### config.mk
export PLATFORM = sky130hd
export DESIGN_NAME = spi_request_arbiter
export DESIGN_NICKNAME = d
export VERILOG_FILES = /design/src/rtl/spi_request_arbiter.sv
export SDC_FILE = /design/constraint.sdc
export NUM_CORES = 1
export LEC_CHECK = 0
export BUFFER_PORTS_ARGS = -buffer_cell sky130_fd_sc_hd__buf_2
export CORE_MARGIN = 5
export CORE_UTILIZATION = 37
export DETAILED_ROUTE_END_ITERATION = 16
export PLACE_DENSITY = 0.63
export SYNTH_ARGS = -nofsm -noshare
export SYNTH_HDL_FRONTEND = slang
export SYNTH_SLANG_ARGS = --single-unit
### constraint.sdc
create_clock -name clk -period 2.7 [get_ports clk]
set_clock_uncertainty 0.1 [all_clocks]
set_input_delay 0.135 -clock clk [delete_from_list [all_inputs] [get_ports clk]]
set_output_delay 0.135 -clock clk [all_outputs]
set_load 0.05 [all_outputs]
### src/rtl/spi_request_arbiter.sv
// spi_request_arbiter
//   Shares one Avalon-MM spi_master among NUM_REQ requesters. A round-robin
//   arbiter picks one request. The FSM then writes the transmit word, writes
//   the slave select to start the transfer, waits XFER_CYCLES, reads the
//   received word and returns it with a one-cycle rsp_valid pulse.
//   Every output is registered.
//
// Ports
//   clk, reset_n             clock; asynchronous active-low reset
//   req[NUM_REQ]             level request per requester
//   req_slave[NUM_REQ*8]     slave index per requester (8 bits per lane)
//   req_wdata[NUM_REQ*32]    transmit word per requester (32 bits per lane)
//   gnt[NUM_REQ]             one-hot grant pulse
//   rsp_valid/id/rdata/err   completion pulse, winner index, read word,
//                            out-of-range slave flag
//   busy                     high whenever the FSM is not in IDLE
//   avm_*                    Avalon-MM master towards the spi_master
//                            (address 0 = slave select/start, 1 = data)

// Per-requester slave range check.
module spi_req_lane #(
  parameter int NUM_SLAVES = 1
) (
  input  logic [7:0] slave,
  output logic       bad
);
  assign bad = {24'd0, slave} >= 32'(NUM_SLAVES);
endmodule

module spi_request_arbiter #(
  parameter int NUM_REQ     = 4,
  parameter int NUM_SLAVES  = 1,
  parameter int XFER_CYCLES = 136
) (
  input  logic                       clk,
  input  logic                       reset_n,
  input  logic [NUM_REQ-1:0]         req,
  input  logic [NUM_REQ*8-1:0]       req_slave,
  input  logic [NUM_REQ*32-1:0]      req_wdata,
  output logic [NUM_REQ-1:0]         gnt,
  output logic                       rsp_valid,
  output logic [$clog2(NUM_REQ)-1:0] rsp_id,
  output logic [31:0]                rsp_rdata,
  output logic                       rsp_err,
  output logic                       busy,
  output logic [1:0]                 avm_address,
  output logic                       avm_read,
  output logic                       avm_write,
  output logic [31:0]                avm_writedata,
  input  logic [31:0]                avm_readdata
);
  localparam int IDW = $clog2(NUM_REQ);

  typedef enum logic [2:0] {
    IDLE, WR_DATA, WR_SS, WAIT, RD_DATA, CAPTURE
  } state_t;

  // Request captured at grant; in-flight work never looks at req_* again.
  typedef struct packed {
    logic [IDW-1:0] id;
    logic [7:0]     slave;
    logic [31:0]    wdata;
    logic           bad;
  } txn_t;

  logic [NUM_REQ-1:0][7:0]  slave_v;
  logic [NUM_REQ-1:0][31:0] wdata_v;
  logic [NUM_REQ-1:0]       bad_v;

  assign slave_v = req_slave;
  assign wdata_v = req_wdata;

  for (genvar i = 0; i < NUM_REQ; i++) begin : g_lane
    spi_req_lane #(.NUM_SLAVES(NUM_SLAVES)) u_lane (
      .slave (slave_v[i]),
      .bad   (bad_v[i])
    );
  end

  state_t         state;
  txn_t           cur;
  logic [IDW-1:0] last_winner;
  logic [15:0]    cnt;
  // CAPTURE spends one cycle letting the registered read data arrive.
  logic           cap_ph;

  // Round robin: the first set bit scanning upward from last_winner+1.
  // The loop runs from the far end down, so the nearest candidate is
  // assigned last and wins.
  logic [IDW-1:0] win;
  logic           any;
  always_comb begin
    int j;
    j   = 0;
    win = '0;
    any = 1'b0;
    for (int k = NUM_REQ; k >= 1; k--) begin
      j = (int'(last_winner) + k) % NUM_REQ;
      if (req[IDW'(j)]) begin
        win = IDW'(j);
        any = 1'b1;
      end
    end
  end

  always_ff @(posedge clk or negedge reset_n) begin
    if (!reset_n) begin
      state         <= IDLE;
      cur           <= '0;
      last_winner   <= IDW'(NUM_REQ - 1);
      cnt           <= '0;
      cap_ph        <= 1'b0;
      gnt           <= '0;
      rsp_valid     <= 1'b0;
      rsp_id        <= '0;
      rsp_rdata     <= '0;
      rsp_err       <= 1'b0;
      busy          <= 1'b0;
      avm_address   <= '0;
      avm_read      <= 1'b0;
      avm_write     <= 1'b0;
      avm_writedata <= '0;
    end else begin
      gnt       <= '0;
      rsp_valid <= 1'b0;
      case (state)
        IDLE: begin
          if (any) begin
            gnt         <= NUM_REQ'(1) << win;
            last_winner <= win;
            cur.id      <= win;
            cur.slave   <= slave_v[win];
            cur.wdata   <= wdata_v[win];
            cur.bad     <= bad_v[win];
            busy        <= 1'b1;
            // An out-of-range slave skips the bus and answers immediately.
            state       <= bad_v[win] ? CAPTURE : WR_DATA;
          end
        end
        WR_DATA: begin
          avm_write     <= 1'b1;
          avm_address   <= 2'd1;
          avm_writedata <= cur.wdata;
          state         <= WR_SS;
        end
        WR_SS: begin
          avm_write     <= 1'b1;
          avm_address   <= 2'd0;
          avm_writedata <= {24'd0, cur.slave};
          cnt           <= 16'(XFER_CYCLES - 1);
          state         <= WAIT;
        end
        WAIT: begin
          // One edge per count value: XFER_CYCLES strobe-free cycles
          // before the read strobe is driven.
          avm_write     <= 1'b0;
          avm_writedata <= '0;
          if (cnt == '0) state <= RD_DATA;
          else           cnt   <= cnt - 16'd1;
        end
        RD_DATA: begin
          avm_read    <= 1'b1;
          avm_address <= 2'd1;
          state       <= CAPTURE;
        end
        CAPTURE: begin
          if (cur.bad) begin
            rsp_valid <= 1'b1;
            rsp_err   <= 1'b1;
            rsp_rdata <= '0;
            rsp_id    <= cur.id;
            busy      <= 1'b0;
            state     <= IDLE;
          end else if (!cap_ph) begin
            // The read strobe is on the bus this cycle; data follows next.
            avm_read    <= 1'b0;
            avm_address <= 2'd0;
            cap_ph      <= 1'b1;
          end else begin
            cap_ph    <= 1'b0;
            rsp_valid <= 1'b1;
            rsp_err   <= 1'b0;
            rsp_rdata <= avm_readdata;
            rsp_id    <= cur.id;
            busy      <= 1'b0;
            state     <= IDLE;
          end
        end
        default: state <= IDLE;
      endcase
    end
  end
endmodule

==> results.json <==
{
  "cts_buffer_depth": 2,
  "cts_root_buf": "clkbuf_16",
  "p_total_mw": 12.34,
  "clkSinkCount": 141,
  "start_util_pct": 37.68,
  "reg2reg_setup_slack_ns": 0.05,
  "rows": 49,
  "synth_cells": 605,
  "drc_errors": 0,
  "gp_congestion": 0.8639,
  "synth_edf_count": 0,
  "cts_tree": "done",
  "status": "finished, violations left",
  "overflow": 0,
  "dr.first_iter.drc_count": 370,
  "crit_start": "last_winner[1]",
  "tightest_slew_ns": 0.7600,
  "crit_chain": "nand2_1, and2_1, nor3_4, buf_12, buf_16, mux2i_1, dlygate4sd3_1, o221ai_1",
  "clk_latency_ns": 0.43,
  "nFillCells": 1376,
  "synth_top_area_share_pct": 51.40,
  "finalCritPeriodShare_pct": 98.22,
  "r2r_start": "last_winner[1]",
  "p_leak_nw": 5.555,
  "io_pins": 275,
  "whs_ns": -0.04159,
  "peakVddDrop_mv": 0.6239,
  "route.vias.total": 7102,
  "synth_seq_cells": 141,
  "ys_top_cells_by_count": "dfrtp_1 (139), mux2i_1 (81), nand2_1 (64)",
  "h-tree-depth": 4,
  "grt_pass1_wl_mm": 40.39,
  "avgViaCountPerCell": 5.388,
  "first_pass_iters": 6,
  "cp_data_arrival_time_ns": 2.83,
  "drive_above_1_share_pct": 33.00,
  "syn_avg_cell_area_um2": 11.19,
  "synth_area_leaders": "dfrtp_1 (51%), mux2i_1 (12%), a22o_1 (7.4%)",
  "yosysSeqAreaShare_pct": 52.17,
  "end_kind": "flop",
  "timing.rr.end": "cur[31]",
  "fin_tns_setup_ns": 0,
  "slew_headroom_pct": 48.87,
  "synth_most_common_cell": "dfrtp_1",
  "syn_to_final_growth_pct": 65.19,
  "crit_path_max_fanout": 16,
  "nets": 1275,
  "crit_path_end": "cur[31]",
  "p_per_area_nw_per_um2": 1104,
  "ys_warn_count": 0,
  "numCtsBuffers": 17,
  "grt_max_degree": 61,
  "max_stage_delay_ns": 0.58,
  "min_from": "req_wdata[106]",
  "max-cap-violations": 0,
  "final_core_util_pct": 62.23,
  "ant_nets": 0,
  "period_minus_slack_ns": 2.652,
  "cpMaxStageDelayCell": "dlygate4sd3_1",
  "die-area_um2": 21100,
  "crit_required_ns": 2.88,
  "rr_worst_depth": 8,
  "die_w_um": 145.2,
  "io_buffers": 273,
  "core_um2": 17960,
  "grt_usage_pct": 23.30,
  "cp-start-kind": "flop",
  "syn_nets": 805,
  "synth_ff_type": "dfrtp_1",
  "synth_top_area_cell": "dfrtp_1",
  "fp.dieH_um": 145.2,
  "violations": "hold timing",
  "fmax_mhz": 377.1,
  "finalHoldViolCount": 1,
  "synth_cell_types": 57,
  "postSynth.asyncResetShare_pct": 100.0,
  "maxSlewViolCount": 0,
  "syn_area_um2": 6768,
  "dp_hpwl_mm": 15.21,
  "avgRoutedWirePerCell_um": 19.45,
  "grt_pass1_vias": 7557,
  "wl_mm": 25.64,
  "setup_viol": 0,
  "min_path_type": "input port to flop",
  "critical_path_class": "flop to flop",
  "antenna_found_initial": 1,
  "path_clk_slew_ns": 0.07
}
per-layer routing:
metal / global-route usage [%] / up-vias / wire length (um)
li1: - / 3225 / -
met1: 29.29 / 3418 / 10570
met2: 37.13 / 384 / 12040
met3: 7.016 / 75 / 2024
met4: 10.45 / 0 / 1001
met5: 0 / - / 0
layout by cell type (no fill, tap or decap), types with 7 or more instances in the layout:
cell           Yosys  routed
o221ai_1          40      40
nand3_1            7       7
a21oi_1           10      10
a22o_1            57      57
nor4_1            11      11
nor3_1            12      12
nor2b_1           10       9
dlygate4sd3_1      0     190
buf_4              6      24
clkbuf_16          0      21
nand2_1           64      64
mux2i_1           81      79
nor2_1            16      16
buf_2             10     272
a22oi_1            8       8
dfrtp_1          139     139
o21ai_0           19      19
inv_1              9       9
final cells by class:
cell class                      instances  area, um2  area share [%]
Timing Repair Buffer                  499       3715           33.23
Sequential cell                       141       3531           31.58
Multi-Input combinational cell        407       3013           26.95
Clock buffer                           19      442.9           3.962
Tap cell                              229      286.5           2.563
Clock inverter                         13      155.1           1.388
Inverter                                9      33.78          0.3022
Antenna cell                            1      2.502         0.02238
critical path, delay by kind of cell, from the launching register on:
| kind | cells | cell delay [ns] |
|---|---|---|
| DFF | 1 | 0.57 |
| AOI/OAI and AO/OA | 1 | 0.14 |
| buffers and inverters | 3 | 0.95 |
| and+or+nand+nor | 3 | 0.51 |
| muxes | 1 | 0.21 |
how the worst min path moves through the flow:
| stage | slack, ns | endpoint | cells after the start |
|---|---|---|---|
| after floorplan | -0.26 | avm_address[0] | 0 |
| after global placement | 0.05 | rsp_rdata[28] | 1 |
| after detailed placement | 0.05 | rsp_rdata[28] | 1 |
| after CTS | 0.07 | gnt[2] | 4 |
| after global routing | 0.001 | cur[11] | 3 |
| final | -0.04 | cur[11] | 3 |
metrics by stage:
stage / instance area, um2 / cells / setup WS [ns] / hold slack, ns
5_1_grt: 11180 / 1318 / -0.04284 / 0.0009693
3_3_place_gp: 8447 / 1078 / 0.5735 / 0.04805
6_report: 11180 / 1318 / 0.04815 / -0.04159
2_1_floorplan: 6768 / 605 / 0.6979 / -0.2606
4_1_cts: 10980 / 1303 / 0.03607 / 0.06599
3_5_place_dp: 8447 / 1078 / 0.5431 / 0.05149
where the power goes:
part	switching (mW)	internal (mW)	total (mW)	leakage (nW)
sequential	0.663	2.98	3.65	1.81
clock	0.965	1.41	2.37	0.283
combinational	3.79	2.54	6.32	3.46
total	5.42	6.92	12.3	5.55
sequential cells by signal, summed over array words and instances, names as in the netlist:
signal,cells
avm_address,1
avm_read,1
avm_write,1
avm_writedata,32
busy,1
cap_ph,1
cnt,16
cur,43
gnt,4
last_winner,2
rsp_err,1
rsp_id,2
rsp_rdata,32
rsp_valid,1
state,3
cell families (layout without fill, tap and decap cells):
logic type      after synthesis  count (layout)  share of synthesized area, %
compound gates              162             162                         18.91
xor+xnor                     10              10                         1.294
buf+inv                      57             540                         3.679
other cells                   1               2                       0.05541
flops                       141             141                         52.17
mux                          83              83                         12.31
simple gates                148             148                         11.06
fa+ha+maj                     3               3                        0.5176
what timing repair did:
| item | 4_1_cts | 5_1_grt |
|---|---|---|
| endpoints found under the hold margin | 129 | 0 |
| resized for setup | 0 | 6 |
| setup buffers | 0 | 11 |
| setup endpoints to repair | 0 | 29 |
| hold buffers | 193 | 0 |
Power figures use the tool's default switching activity.
